===== src/rtl/ethernet_pkg.sv =====
// Shared Ethernet TX constants plus beat/byte-enable helpers for the 64-bit AXI-Stream path.
package ethernet_pkg;

    localparam int ARP_FRAME_BYTES = 54;
    localparam int AXIS_DATA_W     = 64;
    localparam int AXIS_KEEP_W     = 8;
    localparam logic [63:0] PREAMBLE_SFD = 64'h55555555555555D5;

    typedef logic [ARP_FRAME_BYTES*8-1:0] arp_frame_t;

    typedef enum logic [1:0] {
        ST_IDLE = 2'd0,
        ST_SEND = 2'd1,
        ST_GAP  = 2'd2
    } tx_state_e;

    // Frame byte j lives at the MSB end of the vector; beat k lane n carries frame byte 8k+n.
    function automatic logic [AXIS_DATA_W-1:0] beat_of(input arp_frame_t frame, input int k);
        logic [AXIS_DATA_W-1:0] beat;
        int j;
        beat = '0;
        for (int n = 0; n < AXIS_KEEP_W; n++) begin
            j = k * AXIS_KEEP_W + n;
            if (j < ARP_FRAME_BYTES) begin
                beat[8*n +: 8] = frame[(ARP_FRAME_BYTES - j)*8 - 1 -: 8];
            end
        end
        return beat;
    endfunction

    function automatic logic [AXIS_KEEP_W-1:0] keep_of(input int k);
        logic [AXIS_KEEP_W-1:0] keep;
        keep = '0;
        for (int n = 0; n < AXIS_KEEP_W; n++) begin
            if (k * AXIS_KEEP_W + n < ARP_FRAME_BYTES) begin
                keep[n] = 1'b1;
            end
        end
        return keep;
    endfunction

endpackage


===== src/rtl/ethernet_arp_reply_serializer.sv =====
// Serializes a 54-byte ARP reply frame into 7 AXI-Stream beats, with one pending slot and an idle gap.
// Latency: strobe at cycle N gives beat 0 at N+1; next frame starts IFG_CYCLES+1 cycles after last handshake.
// Backpressure: i_tready low holds the beat indefinitely; a third frame while active+pending is dropped.
module ethernet_arp_reply_serializer
    import ethernet_pkg::*;
#(
    parameter int FRAME_BYTES = ARP_FRAME_BYTES,
    parameter int DATA_W      = AXIS_DATA_W,
    parameter int IFG_CYCLES  = 2
) (
    input  logic                     i_clk,
    input  logic                     i_reset,
    input  logic [FRAME_BYTES*8-1:0] i_arp_reply,
    input  logic                     i_arp_reply_ready,
    output logic [DATA_W-1:0]        o_tdata,
    output logic [DATA_W/8-1:0]      o_tkeep,
    output logic                     o_tvalid,
    output logic                     o_tlast,
    input  logic                     i_tready,
    output logic                     o_busy,
    output logic                     o_drop
);

    localparam int BEATS  = (FRAME_BYTES + DATA_W/8 - 1) / (DATA_W/8);
    localparam int BEAT_W = $clog2(BEATS);
    localparam int IFG_W  = (IFG_CYCLES > 1) ? $clog2(IFG_CYCLES) : 1;
    localparam logic [BEAT_W-1:0] LAST_BEAT = BEAT_W'(BEATS - 1);
    localparam logic [IFG_W-1:0]  IFG_LAST  = IFG_W'((IFG_CYCLES > 0) ? IFG_CYCLES - 1 : 0);

    tx_state_e                r_state;
    tx_state_e                w_state_nxt;
    logic [FRAME_BYTES*8-1:0] r_active;
    logic [FRAME_BYTES*8-1:0] r_pending;
    logic                     r_pend_vld;
    logic [BEAT_W-1:0]        r_beat;
    logic [IFG_W-1:0]         r_ifg;
    logic                     r_drop;

    logic w_hs;
    logic w_last_hs;
    logic w_release;
    logic w_promote;
    logic w_load_new;
    logic w_to_pend;
    logic w_drop;

    // w_release marks the cycle the gap is satisfied; a strobe then may go straight to active.
    assign w_hs       = (r_state == ST_SEND) && i_tready;
    assign w_last_hs  = w_hs && (r_beat == LAST_BEAT);
    assign w_release  = ((r_state == ST_GAP) && (r_ifg == IFG_LAST)) ||
                        (w_last_hs && (IFG_CYCLES == 0));
    assign w_promote  = w_release && r_pend_vld;
    assign w_load_new = i_arp_reply_ready && !r_pend_vld &&
                        ((r_state == ST_IDLE) || w_release);
    assign w_to_pend  = i_arp_reply_ready && !w_load_new && (!r_pend_vld || w_promote);
    assign w_drop     = i_arp_reply_ready && !w_load_new && !w_to_pend;

    always_ff @(posedge i_clk) begin
        if (i_reset) begin
            r_state <= ST_IDLE;
        end else begin
            r_state <= w_state_nxt;
        end
    end

    always_comb begin
        w_state_nxt = r_state;
        case (r_state)
            ST_IDLE: if (w_load_new) w_state_nxt = ST_SEND;
            ST_SEND: if (w_last_hs)  w_state_nxt = ST_GAP;
            ST_GAP:  w_state_nxt = ST_GAP;
            default: w_state_nxt = ST_IDLE;
        endcase
        if (w_release) begin
            w_state_nxt = (w_promote || w_load_new) ? ST_SEND : ST_IDLE;
        end
    end

    always_ff @(posedge i_clk) begin
        if (i_reset) begin
            r_active   <= '0;
            r_pending  <= '0;
            r_pend_vld <= 1'b0;
            r_beat     <= '0;
            r_ifg      <= '0;
            r_drop     <= 1'b0;
        end else begin
            if (w_load_new) begin
                r_active <= i_arp_reply;
            end else if (w_promote) begin
                r_active <= r_pending;
            end
            if (w_to_pend) begin
                r_pending <= i_arp_reply;
            end
            if (w_to_pend) begin
                r_pend_vld <= 1'b1;
            end else if (w_promote) begin
                r_pend_vld <= 1'b0;
            end
            if (w_hs) begin
                r_beat <= w_last_hs ? '0 : r_beat + 1'b1;
            end
            r_ifg  <= (r_state == ST_GAP) ? r_ifg + 1'b1 : '0;
            r_drop <= w_drop;
        end
    end

    assign o_tvalid = (r_state == ST_SEND);
    assign o_tdata  = o_tvalid ? beat_of(r_active, int'(r_beat)) : '0;
    assign o_tkeep  = o_tvalid ? keep_of(int'(r_beat)) : '0;
    assign o_tlast  = o_tvalid && (r_beat == LAST_BEAT);
    assign o_busy   = (r_state != ST_IDLE) || r_pend_vld;
    assign o_drop   = r_drop;

endmodule


===== config.mk =====
export PLATFORM = sky130hd
export DESIGN_NAME = ethernet_arp_reply_serializer
export DESIGN_NICKNAME = d
export VERILOG_FILES = /design/src/rtl/ethernet_pkg.sv /design/src/rtl/ethernet_arp_reply_serializer.sv
export SDC_FILE = /design/constraint.sdc
export NUM_CORES = 2
export LEC_CHECK = 0
export ABC_AREA = 0
export BUFFER_PORTS_ARGS = -buffer_cell sky130_fd_sc_hd__buf_2
export CAP_MARGIN = 20
export CELL_PAD_IN_SITES_DETAIL_PLACEMENT = 1
export CELL_PAD_IN_SITES_GLOBAL_PLACEMENT = 1
export CORE_AREA = 2 2 325 327
export CTS_CLUSTER_DIAMETER = 30
export DETAILED_ROUTE_END_ITERATION = 10
export DIE_AREA = 0 0 327 329
export PLACE_DENSITY = 0.68
export SYNTH_ARGS = -nofsm -noshare
export SYNTH_HDL_FRONTEND = slang
export SYNTH_SLANG_ARGS = --single-unit
export TNS_END_PERCENT = 100

===== constraint.sdc =====
create_clock -name i_clk -period 3.8 [get_ports i_clk]
set_clock_uncertainty 0.15 [all_clocks]
set_input_delay 0.76 -clock i_clk [delete_from_list [all_inputs] [get_ports i_clk]]
set_output_delay 0.76 -clock i_clk [all_outputs]
set_load 0.03 [all_outputs]

==> results.md <==
* CTS Buffer Depth at 3
* CP required at 2.89 ns
* Final core occ at 46.5%
* GR Overflow Total at 0
* Final hold viol count at 0
* DRC Markers at 0
* Cell Pwr Density at 874 nW/um^2
* Clk Tree Root Cell: clkbuf_16
* Vias in the first global route at 34,600
* Post-route ant nets at 0
* Mapped Nets at 4,855
* Number of H-tree levels at 4
* EDFF count, synth at 0
* Synthesized area per cell at 8.18 um^2
* Sequential element share of the synthesized area at 48.4%
* CTS tree: built
* Setup ws final at -0.0872 ns
* Synth Area in Compound Gates at 22.0%
* Worst Path Arrival at 2.98 ns
* LEAKAGE at 0.0182 uW
* CTS Buf Count at 215
* Final Power at 42,400 uW
* Die Ht at 329 um
* Distinct cells, synth at 38
* I/O Buffers at 511
* Gpl congestion at 0.906
* Fraction of layout cells with a size suffix above 1 at 24.0%
* Class of the worst hold path: in2reg
* Post-Route WL at 158,000 um
* Area of the mapped netlist at 36,100 um^2
* Ys flop type: dfxtp_1
* Post-layout nets at 5,281
* Synth top area share at 48.4%
* Status: finished, violations left
* Die Area at 108,000 um^2
* Ranking of synthesized cells by area: dfxtp_1, nand2_1, a21oi_1
* Vias at 35,500
* Max Transition Viols Final at 0
* #FFs+latches synth at 872
* Period utilisation layout at 102%
* CP Capture Type: output pin
* VDD IR-drop max at 636 uV
* Synth warn at 0
* Worst slew pin tran at 0.901 ns
* Worst Setup Start Kind: flop
* Drt first pass iters at 6
* Area of the core at 104,000 um^2
* Tmin final at 3.89 ns
* Max-Cap Viols at 0
* WL per Instance at 24.6 um
* Syn Inst Count at 4,410
* Initial antenna violation count at 108
* Synth area leader: dfxtp_1
* Placed wire-length estimate at 104,000 um
* Post-Synth Adder-Cell Area at 0.312%
* F_max at 257 MHz
* Max Fanout on Critical Path at 5
* Number of hold buffers added after cts at 0
* Top Ports at 512
* Final setup fails at 2
* P&R area growth vs syn at 34.6%
* Path type of the worst setup path: reg2out
* Post-synthesis mux area share at 5.75%
* First-pass GRT wire length at 227,000 um
* Slew HR at 39.9%
* Post-synthesis simple-gate area fraction at 18.3%
* Die width at 327 um
* Unrepaired setup endpoints after global routing: yes
* Largest family of logic cells by synthesized area: compound AO/OA/AOI/OAI gates
* Initial core utilization at 34.6%
* Pin count of the biggest net entering global routing at 134
* DR vias/cell at 5.50
* Clock slew at reported path FFs at 0.05 ns
* Total GRT Usage at 27.9%
* Worst-Skew Late Latency at 0.78 ns
* Failing checks: negative setup slack
* Initial DRC count at 2,959
* Synth Area in XOR/XNOR at 0.0486%
* Cell row count at 119
* # clock sinks at 872
* Ys async rst share at 0%
## worst max-delay path: stages, from the launching register on
cell and delay (ns):
dfxtp_4 0.38, inv_4 0.06, ha_4 0.34, buf_12 0.13
buf_12 0.12, clkbuf_16 0.15, mux2_2 0.33, a221oi_1 0.35
nor3_1 0.12, buf_4 0.20
## registers in the layout (all words and copies together), names as in the netlist
name / flops
r_active: 432
r_ifg: 1
r_state: 2
r_pend_vld: 1
r_beat: 3
o_drop: 1
r_pending: 432
## where the power goes
| part | internal, uW | switching (uW) | leakage [uW] |
|---|---|---|---|
| clock | 12700 | 5890 | 0.00368 |
| combinational | 3790 | 6850 | 0.00735 |
| sequential | 11400 | 1750 | 0.00713 |
## layout make-up
type | count | area [um^2]
inverter | 5 | 21.3
antenna | 35 | 87.6
sequential | 872 | 17500
clock inverter | 103 | 1350
timing repair buffer | 620 | 4310
fill | 12100 | 55800
multi-input combinational | 3122 | 17400
clock buffer | 297 | 6200
tap | 1391 | 1740
## cells in the mapped netlist, types with 40 or more instances
library cell  number
buf_2            115
mux4_2            57
clkbuf_1         226
nor2_1           148
a21oi_1          757
mux2_2            48
buf_4             45
a221oi_1          40
dfxtp_1          872
a22oi_1          312
nor2b_1           44
nand2_1         1440
nor3_1            47
a311oi_1         133
## logic make-up after synthesis
| kind of cell | count (synthesis) |
|---|---|
| xor gates and xnor gates | 2 |
| AOI/OAI and AO/OA | 1284 |
| DFF | 872 |
| muxes | 130 |
| adders and majority gates | 9 |
| buffers and inverters | 416 |
| and+or+nand+nor | 1697 |
## layer usage
metal | track usage (%) | vias to the layer above | part of all wire (%)
met5 | 0 | - | 0.36
li1 | - | 16300 | -
met1 | 38.6 | 17600 | 45
met2 | 41.3 | 1172 | 43
met3 | 8.07 | 352 | 8.1
met4 | 10.1 | 90 | 3.1
## layout by cell type, fill, tap and decap left out, types with 28 or more instances in the layout
master	synthesis	routed
nand2_1	1440	1440
dfxtp_1	872	870
a21oi_1	757	745
buf_2	115	481
a22oi_1	312	312
clkbuf_16	0	222
nor2_1	148	143
a311oi_1	133	132
buf_4	45	70
mux4_2	57	57
clkbuf_8	0	49
mux2_2	48	46
clkinv_2	0	45
buf_12	0	41
diode_2	0	35
nor2b_1	44	35
nor3_2	0	33
clkbuf_1	226	32
a221oi_2	0	28
## through the flow
stage / setup TNS [ns] / setup slack [ns] / cell area, um^2 / instances / hold slack (ns)
6_report: -0.0884 / -0.0872 / 48600 / 6445 / 0.0653
3_5_place_dp: 0 / 0.305 / 39600 / 5970 / 0.296
4_1_cts: -0.166 / -0.0500 / 47800 / 6390 / 0.0219
2_1_floorplan: -0.767 / -0.190 / 36100 / 4410 / 0.283
3_3_place_gp: 0 / 0.370 / 39600 / 5970 / 0.289
5_1_grt: -1.36 / -0.179 / 48500 / 6431 / 0.0478
## what timing repair did
action,4_1_cts,5_1_grt
resized for setup,85,100
endpoints found under the setup margin,64,62
setup buffers,15,14
pin swaps,3,19
gates cloned,5,7
## worst paths after layout
| check | startpoint | endpoint | slack [ns] | cells past startpoint |
|---|---|---|---|---|
| worst max register to register | r_state[0] | r_pending[323] | 0.79 | 7 |
| worst min register to register | r_pending[154] | r_active[154] | 0.29 | 2 |
| worst max-delay path | r_beat[0] | o_tdata[2] | -0.09 | 9 |
| worst min-delay path | i_arp_reply[428] | r_pending[428] | 0.07 | 3 |
Note: power is estimated with default switching activity, not from simulation.
